`src/rtl/i3c_sdr_write_sequencer.sv`:
```
// Sequences one I3C SDR private write frame (START, address+RW, ACK, data+T bytes, STOP)
// against single-cycle SCL edge strobes returned by the bus controller.
module i3c_sdr_write_sequencer #(
  parameter int ADDR_W = 7,
  parameter int DATA_W = 8,
  parameter int LEN_W  = 4
) (
  input  logic              clk_i,
  input  logic              rst_ni,
  input  logic              req_i,
  input  logic [ADDR_W-1:0] addr_i,
  input  logic [LEN_W-1:0]  len_i,
  input  logic [DATA_W-1:0] tx_data_i,
  input  logic              tx_valid_i,
  output logic              tx_ready_o,
  input  logic              scl_rise_i,
  input  logic              scl_fall_i,
  input  logic              sda_i,
  input  logic              abort_i,
  output logic [2:0]        state_o,
  output logic              sda_o,
  output logic              busy_o,
  output logic              done_o,
  output logic              nack_o,
  output logic              err_o
);
  localparam int SH_W  = (ADDR_W + 1 > DATA_W) ? ADDR_W + 1 : DATA_W;
  localparam int CNT_W = $clog2(SH_W + 1);
  localparam logic [CNT_W-1:0] ADDR_LAST = CNT_W'(ADDR_W);
  localparam logic [CNT_W-1:0] DATA_LAST = CNT_W'(DATA_W - 1);
  localparam logic [CNT_W-1:0] T_BIT     = CNT_W'(DATA_W);

  // Encoding matches the controller's IDLE/START/ADDR/ACK/DATA/STOP codes.
  typedef enum logic [2:0] {
    S_IDLE = 3'd0, S_START = 3'd1, S_ADDR = 3'd2,
    S_ACK  = 3'd3, S_DATA  = 3'd4, S_STOP = 3'd5
  } state_t;

  state_t             state, state_nxt;
  logic [SH_W-1:0]    sh, sh_d;
  logic [CNT_W-1:0]   bcnt, bcnt_d;
  logic [LEN_W-1:0]   len_q, len_d;
  logic               ack_q, ack_d, par_q, par_d;
  logic               nack_f, nack_fd, err_f, err_fd;
  logic               stop_rel, stop_rel_d;
  logic               sda_d, done_d, nack_d, err_d;
  logic               busy_q, done_q, nack_q, err_q, sda_q;
  logic               fall, rise, abort_pend, t_end, fetch;

  // A fall coinciding with a rise is treated as a rise only.
  assign rise = scl_rise_i;
  assign fall = scl_fall_i & ~scl_rise_i;

  always_comb begin
    abort_pend = err_f | abort_i;
    t_end      = (state == S_DATA) && fall && (bcnt == T_BIT);
    fetch      = fall && !abort_pend &&
                 (((state == S_ACK) && !ack_q && (len_q != '0)) ||
                  (t_end && (len_q > LEN_W'(1))));
  end

  // tx_ready must coincide with the fetching fall strobe, so it cannot be delayed a cycle.
  assign tx_ready_o = fetch;

  always_ff @(posedge clk_i or negedge rst_ni) begin
    if (!rst_ni) begin
      state    <= S_IDLE;
      sh       <= '0;
      bcnt     <= '0;
      len_q    <= '0;
      ack_q    <= 1'b1;
      par_q    <= 1'b0;
      nack_f   <= 1'b0;
      err_f    <= 1'b0;
      stop_rel <= 1'b0;
      sda_q    <= 1'b1;
      busy_q   <= 1'b0;
      done_q   <= 1'b0;
      nack_q   <= 1'b0;
      err_q    <= 1'b0;
    end else begin
      state    <= state_nxt;
      sh       <= sh_d;
      bcnt     <= bcnt_d;
      len_q    <= len_d;
      ack_q    <= ack_d;
      par_q    <= par_d;
      nack_f   <= nack_fd;
      err_f    <= err_fd;
      stop_rel <= stop_rel_d;
      sda_q    <= sda_d;
      busy_q   <= (state_nxt != S_IDLE);
      done_q   <= done_d;
      nack_q   <= nack_d;
      err_q    <= err_d;
    end
  end

  always_comb begin
    state_nxt = state;
    case (state)
      S_IDLE:  if (req_i) state_nxt = S_START;
      S_START: if (fall) state_nxt = S_ADDR;
      S_ADDR:  if (fall && (bcnt == ADDR_LAST)) state_nxt = S_ACK;
      S_ACK:   if (fall) state_nxt = (fetch && tx_valid_i) ? S_DATA : S_STOP;
      S_DATA:  if (t_end) state_nxt = (fetch && tx_valid_i) ? S_DATA : S_STOP;
      S_STOP:  if (stop_rel) state_nxt = S_IDLE;
      default: state_nxt = S_IDLE;
    endcase
    if (fall && abort_pend && (state != S_IDLE) && (state != S_STOP))
      state_nxt = S_STOP;
  end

  always_comb begin
    sh_d       = sh;
    bcnt_d     = bcnt;
    len_d      = len_q;
    ack_d      = ack_q;
    par_d      = par_q;
    nack_fd    = nack_f;
    err_fd     = err_f | (abort_i && (state != S_IDLE));
    stop_rel_d = stop_rel;
    sda_d      = sda_q;
    done_d     = 1'b0;
    nack_d     = 1'b0;
    err_d      = 1'b0;
    case (state)
      S_IDLE: if (req_i) begin
        sh_d = '0;
        sh_d[SH_W-1 -: ADDR_W+1] = {addr_i, 1'b0};
        len_d   = len_i;
        bcnt_d  = '0;
        nack_fd = 1'b0;
        err_fd  = 1'b0;
        sda_d   = 1'b0;
      end
      S_START: if (fall) begin
        sda_d  = sh[SH_W-1];
        bcnt_d = '0;
      end
      S_ADDR: if (fall) begin
        if (bcnt == ADDR_LAST) begin
          sda_d = 1'b1;
          ack_d = 1'b1;
        end else begin
          sh_d   = sh << 1;
          sda_d  = sh[SH_W-2];
          bcnt_d = bcnt + 1'b1;
        end
      end
      S_ACK: begin
        if (rise) ack_d = sda_i;
        if (fall && ack_q) nack_fd = 1'b1;
      end
      S_DATA: if (fall) begin
        if (bcnt < DATA_LAST) begin
          sh_d   = sh << 1;
          sda_d  = sh[SH_W-2];
          bcnt_d = bcnt + 1'b1;
        end else if (bcnt == DATA_LAST) begin
          sda_d  = par_q;
          bcnt_d = T_BIT;
        end else begin
          len_d = len_q - LEN_W'(1);
        end
      end
      S_STOP: begin
        if (stop_rel) begin
          done_d = 1'b1;
          nack_d = nack_f;
          err_d  = err_f;
        end else if (rise) begin
          sda_d      = 1'b1;
          stop_rel_d = 1'b1;
        end
      end
      default: ;
    endcase
    if (fetch) begin
      if (tx_valid_i) begin
        sh_d = '0;
        sh_d[SH_W-1 -: DATA_W] = tx_data_i;
        sda_d  = tx_data_i[DATA_W-1];
        par_d  = ~^tx_data_i;
        bcnt_d = '0;
      end else begin
        err_fd = 1'b1;
      end
    end
    // Entering STOP: pull SDA low while SCL is low so the next rise can release it.
    if ((state != S_STOP) && (state_nxt == S_STOP)) begin
      sda_d      = 1'b0;
      stop_rel_d = 1'b0;
    end
  end

  assign state_o = state;
  assign sda_o   = sda_q;
  assign busy_o  = busy_q;
  assign done_o  = done_q;
  assign nack_o  = nack_q;
  assign err_o   = err_q;
endmodule

```
`config.mk`:
```
export PLATFORM = sky130hd
export DESIGN_NAME = i3c_sdr_write_sequencer
export DESIGN_NICKNAME = d
export VERILOG_FILES = /design/src/rtl/i3c_sdr_write_sequencer.sv
export SDC_FILE = /design/constraint.sdc
export NUM_CORES = 1
export LEC_CHECK = 0
export ABC_AREA = 0
export CORE_ASPECT_RATIO = 1.25
export CORE_MARGIN = 1.5
export CORE_UTILIZATION = 50
export CTS_CLUSTER_DIAMETER = 200
export DETAILED_ROUTE_END_ITERATION = 16
export GPL_ROUTABILITY_DRIVEN = 0
export PLACE_DENSITY = 0.83
export SETUP_SLACK_MARGIN = 0.02
export SYNTH_ARGS = -nofsm -noshare
export SYNTH_HDL_FRONTEND = slang
export SYNTH_SLANG_ARGS = --single-unit
```
`constraint.sdc`:
```
create_clock -name clk_i -period 3.04 [get_ports clk_i]
set_clock_uncertainty 0.2 [all_clocks]
set_input_delay 0.304 -clock clk_i [delete_from_list [all_inputs] [get_ports clk_i]]
set_output_delay 0.304 -clock clk_i [all_outputs]
set_load 0.01 [all_outputs]
```
# == Yosys cells after proc, flatten, opt, wreduce, memory -nomap -nowiden ==
# Index checks and enable logic that the tools add are counted.
# totals
ff_bits,29
wordCells,136
output_inout_bits,9
# op_classes
n_lt_le_gt_ge,2
eq_ne,17
n_bitwise,4
n_reduce_logical,31
n_mux,66
n_addsub,2
# ops
operator,count
$mux W8,7
$mux W4,13
$mux W1,32
$pmux W8 S3,1
$mux W3,7
$pmux W3 S6,1
$pmux W4 S4,1
$logic_and A1 B1 Y1,15
$ne A2 B2 Y1 const B,7
$eq A3 B3 Y1 const B,3
$pmux W4 S2,1
$reduce_bool A2 Y1,4
$reduce_xnor A8 Y1,1
$eq A3 B2 Y1 const B,2
$reduce_bool A3 Y1,2
$pmux W1 S5,1
$reduce_and A5 Y1,1
$add A4 B1 Y4 const B,1
$eq A4 B3 Y1 const B,1
$eq A4 B4 Y1 const B,1
$gt A4 B1 Y1 const B,1
$lt A4 B3 Y1 const B,1
$pmux W1 S2,2
$reduce_and A4 Y1,1
other kinds (13),15

# == Depth between registers and ports, before layout ==
# Gate-level depths: netlist of the first run.
# depth
ltp_word,15
ltp_mapped,9
depth_no_buf,8

# == Worst setup path before layout of the first run ==
# Ideal clock, no wire load.
# synth_timing
path_type,reg2out
startpoint,register len_q[0]
endpoint,output port tx_ready_o
t_required_ns,2.536
stages_incl_launch_ff,6
arrival_ns,1.755
path_slack_ns,0.781
cell_sequence,dfrtp_1 inv_1 ha_1 or2_2 a2111o_1 a21boi_0
# synth_via
elab_chain_len,4
word_cells_on_any_way,6
# synth_rtl
item,line,source
"start, declared",42,"logic [LEN_W-1:0] len_q, len_d;"
"start signal, assigned",85,len_q <= len_d;
$gt A4 B1 Y1 / $reduce_bool A4 Y1 (equally long branches),"59, 58",
"$logic_and A1 B1 Y1, on equally long branches","59, 58",
$logic_or A1 B1 Y1 *,58,(((state == S_ACK) && !ack_q && (len_q != '0)) ||
$logic_and A1 B1 Y1 *,57,fetch = fall && !abort_pend &&
"end, declared",15,"output logic tx_ready_o,"
# Every way passes the cells marked *; elsewhere a longest branch is shown, timed or not.

# == Worst setup path after layout of the first run ==
# Same ends and word-level chain as after synthesis.

==> metrics, run 1 <==
CP max-delay cell a2111o_1; Comb pwr share 0.496; Final Util 0.665; HPWL after detailed placement between 3000 and 4000 µm; Inserted Clock Buffers 5; worst-case clock buffer depth 2; Core ar. roughly 0.0039 mm²; final-report setup violation count 0; synth top area cells dfrtp_1, a21oi_1, o21ai_0; via count around 2000; share of the synthesized area in the top cell type 0.327; drc violations 0; antenna violations before repair 0; Starting DRT DRC Count 163; worst path buffer plus inverter count 2; Wirelength per Cell approximately 16 µm; critical path peak fanout 4; TNS Setup 0 ps; GR Overflow Total 0; Achievable Freq around 380 MHz; total wire length roughly 5200 µm; Initial DRT Pass Iterations 5; Post-synth top cells dfrtp_1, a21oi_1, nor2_1; full die area around 0.0045 mm²; Least-Margin Pin Slew approximately 600 ps; number of global-route vias before repair 1929; Peak VDD IR approximately 0.37 mV; LEAKAGE 1.07 nW; Sw Share 0.405; clock slew at reported path FFs around 70 ps; Hold Vio Cnt, Final 0; sequential-to-total area share from yosys stat 0.353; Syn-to-layout area delta 25.0%; Setup CP Type reg -> out; worst min path class in -> async; Critical Path, Cell by Cell buf_4 > ha_1 > or2_2 > a2111o_1 > a21boi_1 > dlymetal6s2s_1; Max Cap Violations 0; Pins Over Slew Limit 0; port buffer count 35; Root Buffer clkbuf_8; Net count, final between 300 and 400; Critical Path Sink Type output port; unrepaired setup endpoints after global routing no; largest net degree at the start of global routing 30; Cell Pwr Density 721 mW/mm²; EDFF count, synth 0; Rel. slew slack 0.599; post-synthesis async set-or-reset flop share 1.00; sequential power share 0.335; Startpoint Class flip-flop; period utilization 0.860; Clock Latency Late Sink 290 ps; min cycle time layout 2610 ps; synthesized flop and latch total 29; CP max stage delay roughly 430 ps; internal power approximately 0.0011 W; Die W slightly above 60 µm; antenna cells 0; Net Switching around 0.00075 W; # H-tree levels 2; crit-path leading delay family compound AO/OA/AOI/OAI gates; YS warnings 0; share of layout cells above drive strength 1 0.139; Synth Flop Type dfrtp_1; Total GRT Usage 0.257; first-pass GRT wire length between 8000 and 9000 µm; vias per cell 6.09; CTS Sinks 29; Syn Area/Cell roughly 9 µm²; I/O pin total 36; TritonCTS clock tree yes; DRT antenna net count 0; starting density of the core 0.532; count leader, synth dfrtp_1; Clock power frac 0.168; Synth Cell Area 0.00206 mm²; # rows 25; Vert. Die Dim roughly 75 µm; arrival time at the worst endpoint about 2100 ps; Cells after Synth between 200 and 250; WP data required 2540 ps; synthesized net count between 200 and 300; Synth area leader dfrtp_1; status complete, no violations; synth unique cells around 70
[logic make-up after synthesis]
family,Yosys count,synth area share
compound gates,86,0.288
xor+xnor,8,0.0339
fa+ha+maj,7,0.0412
buf+inv,24,0.0582
flops,29,0.353
mux,4,0.0200
simple gates,75,0.206
[worst register-to-register path, cell delays in order, from the launching register on]
cell	delay, ps
dfrtp_1	410
buf_4	150
ha_1	190
or2_2	290
a2111o_1	430
buf_4	150
o221ai_2	210
and3_1	260
o2111ai_1	130
[state kept, by name, indices dropped and copies added (netlist names), 3 cells and up]
| name | cells |
|---|---|
| state_o | 3 |
| bcnt | 4 |
| len_q | 4 |
| sh | 8 |
[through the flow]
step / cells / power [W] / setup WS [ps] / hold WS [ps] / cell area [µm²]
after floorplan: 233 / 0.00123 / 781 / -192 / 2060
after detailed placement: 318 / 0.00153 / 112 / 277 / 2480
after global routing: 327 / 0.00199 / 296 / 246 / 2580
after global placement: 318 / 0.00150 / 120 / 260 / 2480
after CTS: 326 / 0.00184 / 46.1 / 204 / 2570
final: 327 / 0.00186 / 426 / 195 / 2580
[power groups by stage]
stage / logic, W / clock network [W] / registers [W]
detailed placement: 0.000898 / 0 / 0.000627
global placement: 0.000880 / 0 / 0.000621
CTS: 0.000902 / 0.000317 / 0.000621
finish: 0.000924 / 0.000313 / 0.000623
floorplan: 0.000612 / 0 / 0.000620
global route: 0.00102 / 0.000335 / 0.000635
[layout by cell type (no fill, tap or decap), types with 3 or more instances in the layout]
cell type,instances
clkdlybuf4s50_1,34
dfrtp_1,27
a21oi_1,25
nor2_1,20
o21ai_0,17
nand2_1,14
buf_4,12
inv_1,9
a222oi_1,6
xnor2_1,6
ha_1,6
clkbuf_8,5
nor3b_1,4
nand3_1,4
nand2b_1,3
mux2i_1,3
nor3_1,3
[worst paths after layout]
path                            startpoint    endpoint  slack [ps]  depth (start not counted)
worst max-delay path              len_q[0]  tx_ready_o         430                          6
min in group clk_i                  nack_f      nack_o         290                          1
worst min-delay path                rst_ni      done_o         200                          2
max in group asynchronous           rst_ni       sda_o        2130                          2
worst min register to register      nack_f      nack_o         290                          1
worst max register to register    len_q[0]      busy_o         470                          8
[metal layers]
| metal | wire length (µm) | track usage | part of all wire |
|---|---|---|---|
| met1 | 2140 | 0.315 | 0.41 |
| met2 | 2710 | 0.452 | 0.52 |
| met3 | 308 | 0.0515 | 0.059 |
| met4 | 78 | 0.0797 | 0.015 |
| met5 | 0 | 0 | 0 |
[cell type report]
class	count	area, µm²
clock buffers	5	68.8
clock inverters	3	17.5
fillers	339	1300
inverters	9	33.8
multi-input cells	180	1220
flip-flops and latches	29	728
well taps	54	67.6
repair buffers	47	443
[timing repair]
action | 4_1_cts | 5_1_grt
hold endpoints to repair | 0 | 0
endpoints found under the setup margin | 1 | 1
hold buffers | 0 | 0
buffers inserted | 0 | 1
resized for setup | 1 | 1
pin swaps | 0 | 0
Power figures use the tool's default switching activity.
==> run 2, diff against run 1 <==
ABC_CLOCK_PERIOD_IN_PS = 3040   (was default)
CORE_MARGIN = default   (was 1.5)
==> run 2 against run 1 <==
Net effect: combinational power barely moved; power is 0.75% higher; sequential cell count is the same; critical path depth grew 1; non-clock buffer count fell by 2; sequential share of layout area rose by 0.12 points; final area down 0.44%.
==> metrics, run 2 (same netlist as run 1, synthesis figures left out) <==
DRT antenna net count 0 (unchanged); Hold-fix buffers, CTS 0 (unchanged); starting density of the core 0.532 (unchanged); FF-to-FF setup slack 450 ps (-20 ps); worst min path class in -> async; Clock Latency Late Sink 280 ps (about the same); WP data required 3020 ps (+480 ps); GRT met3 Usage 0.0458 (-0.00577); worst hold slack 198 ps (+2.28 ps); Pins Over Slew Limit 0 (unchanged); antenna cells 0 (unchanged); LEAKAGE 1.06 nW (-0.95%); Clock power frac 0.175 (+0.007); I/O pin total 36 (unchanged); Root Buffer clkbuf_8; Die W 59.5 µm (-1.7%); Rel. slew slack 0.615 (+0.0165); Initial DRT Pass Iterations 6 (+1); Vert. Die Dim 73.8 µm (-1.3%); arrival time at the worst endpoint 2570 ps (+460 ps); worst-case clock buffer depth 2 (unchanged); final-report setup violation count 0 (unchanged); largest net degree at the start of global routing 30 (unchanged); Peak VDD IR 0.448 mV (+20%); sequential power share 0.333 (-0.002); Core ar. 0.00388 mm² (unchanged); clock slew at reported path FFs 60 ps (about the same); period utilization 0.851 (-0.00869); Wirelength per Cell 16.5 µm (+3.1%); number of global-route vias before repair 1931 (+0.10%); HPWL after detailed placement 3810 µm (about the same); Sw Share 0.399 (-0.00606); Worst R2R Start len_q[0]; Starting DRT DRC Count 178 (+9.2%); met2 usage 0.457 (+0.00524); # rows 25 (unchanged); CTS Sinks 29 (unchanged); Max Cap Violations 0 (unchanged); full die area 0.00439 mm² (-3.0%); Critical Path Sink Type flip-flop; commonest non-fill, non-tap cell in the layout clkdlybuf4s50_1; Setup CP Type reg -> reg; TritonCTS clock tree yes; status complete, no violations; antenna violations before repair 0 (unchanged); TNS Setup 0 ps (unchanged); # H-tree levels 2 (unchanged); met1 usage 0.333 (+0.0179); Net Switching 0.000747 W (-0.76%); internal power 0.00113 W (+1.8%); max FFs per register 8 (unchanged); critical path peak fanout 17 (+13); commonest cells after routing, fill and taps aside clkdlybuf4s50_1, dfrtp_1, a21oi_1; Achievable Freq 386 MHz (+1.0%); Syn-to-layout area delta 24.5%; R2R depth 7 (-1); biggest regs sh x8, bcnt x4, len_q x4; port buffer count 35 (unchanged); GR Overflow Total 0 (unchanged); total wire length 5360 µm (+2.2%); most flop-heavy register sh; Cell Pwr Density 729 mW/mm² (+1.2%); share of layout cells above drive strength 1 0.130 (-0.00956); Net count, final 303 (-0.66%); unrepaired setup endpoints after global routing no; gr busiest metal met2; drc violations 0 (unchanged); Startpoint Class flip-flop; Hold Vio Cnt, Final 0 (unchanged); min cycle time layout 2590 ps (-26.4 ps); first-pass GRT wire length 8840 µm (+2.0%); Inserted Clock Buffers 5 (unchanged); vias per cell 6.26 (+2.8%); r2r endpoint sda_o; Total GRT Usage 0.270 (+0.0131); Least-Margin Pin Slew 569 ps (-30.0 ps); Comb pwr share 0.492 (-0.004); via count 2027 (+1.9%)
==> run 2: cell count changes in the layout (fill, tap and decap cells not counted) <==
cell        before  now
a21boi_1         1    0
a21boi_2         0    1
buf_4           12   10
clkbuf_1         0    1
clkbuf_8         5    6
clkinv_2         2    0
clkinvlp_4       1    0
==> run 2: worst max-delay path by stage <==
stage                from          to  slack (ps)  cells after the start
4_1_cts          len_q[0]  tx_ready_o          50                      6
3_3_place_gp   scl_fall_i  tx_ready_o         120                      5
5_1_grt          len_q[1]       sh[7]         340                      8
6_report         len_q[0]       sda_o         450                      7
2_1_floorplan    len_q[0]  tx_ready_o         780                      5
3_5_place_dp   scl_fall_i  tx_ready_o          40                      5
==> run 2: repair_timing <==
item / 4_1_cts / 5_1_grt
gates resized for setup: 2 / 1
setup buffers: 0 / 1
endpoints found under the setup margin: 1 / 1
gates cloned: 0 / 0
==> run 2: stage by stage <==
step	instance area (µm²)	power, W	worst slack [ps]	instances	utilization
floorplan	2060	0.00123	781	233	-
CTS	2560	0.00186	51.3	323	0.660
finish	2570	0.00187	452	324	0.663
detailed placement	2470	0.00153	35.0	316	0.637
global placement	2470	0.00150	116	316	0.637
global route	2570	0.00200	341	324	0.663
==> run 2: area by class of cell <==
type                       instances  area (µm²)
inverter                           9        33.8
sequential                        29         728
timing repair buffer              45         428
tap                               54        67.6
clock buffer                       7        86.3
fill                             345        1310
multi-input combinational        180        1230
==> run 2: routing by layer <==
layer	vias up	share of wire
met3	9	0.080
met1	966	0.38
met5	-	0
met2	105	0.52
li1	947	-
met4	0	0.017
==> run 2: power by group through the flow <==
| stage | Sequential [W] | Clock [W] | Combinational (W) |
|---|---|---|---|
| after detailed placement | 0.000630 | 0 | 0.000896 |
| after global placement | 0.000624 | 0 | 0.000879 |
| after floorplan | 0.000620 | 0 | 0.000612 |
| after CTS | 0.000624 | 0.000330 | 0.000901 |
| after global routing | 0.000642 | 0.000347 | 0.00101 |
| final | 0.000624 | 0.000327 | 0.000922 |
==> run 2: critical path: stages, from the launching register on <==
cell and delay, ps:
dfrtp_1 400, buf_4 140, ha_1 170, or2_2 270, a2111o_1 450, buf_4 160
a21o_1 350, a311oi_1 330
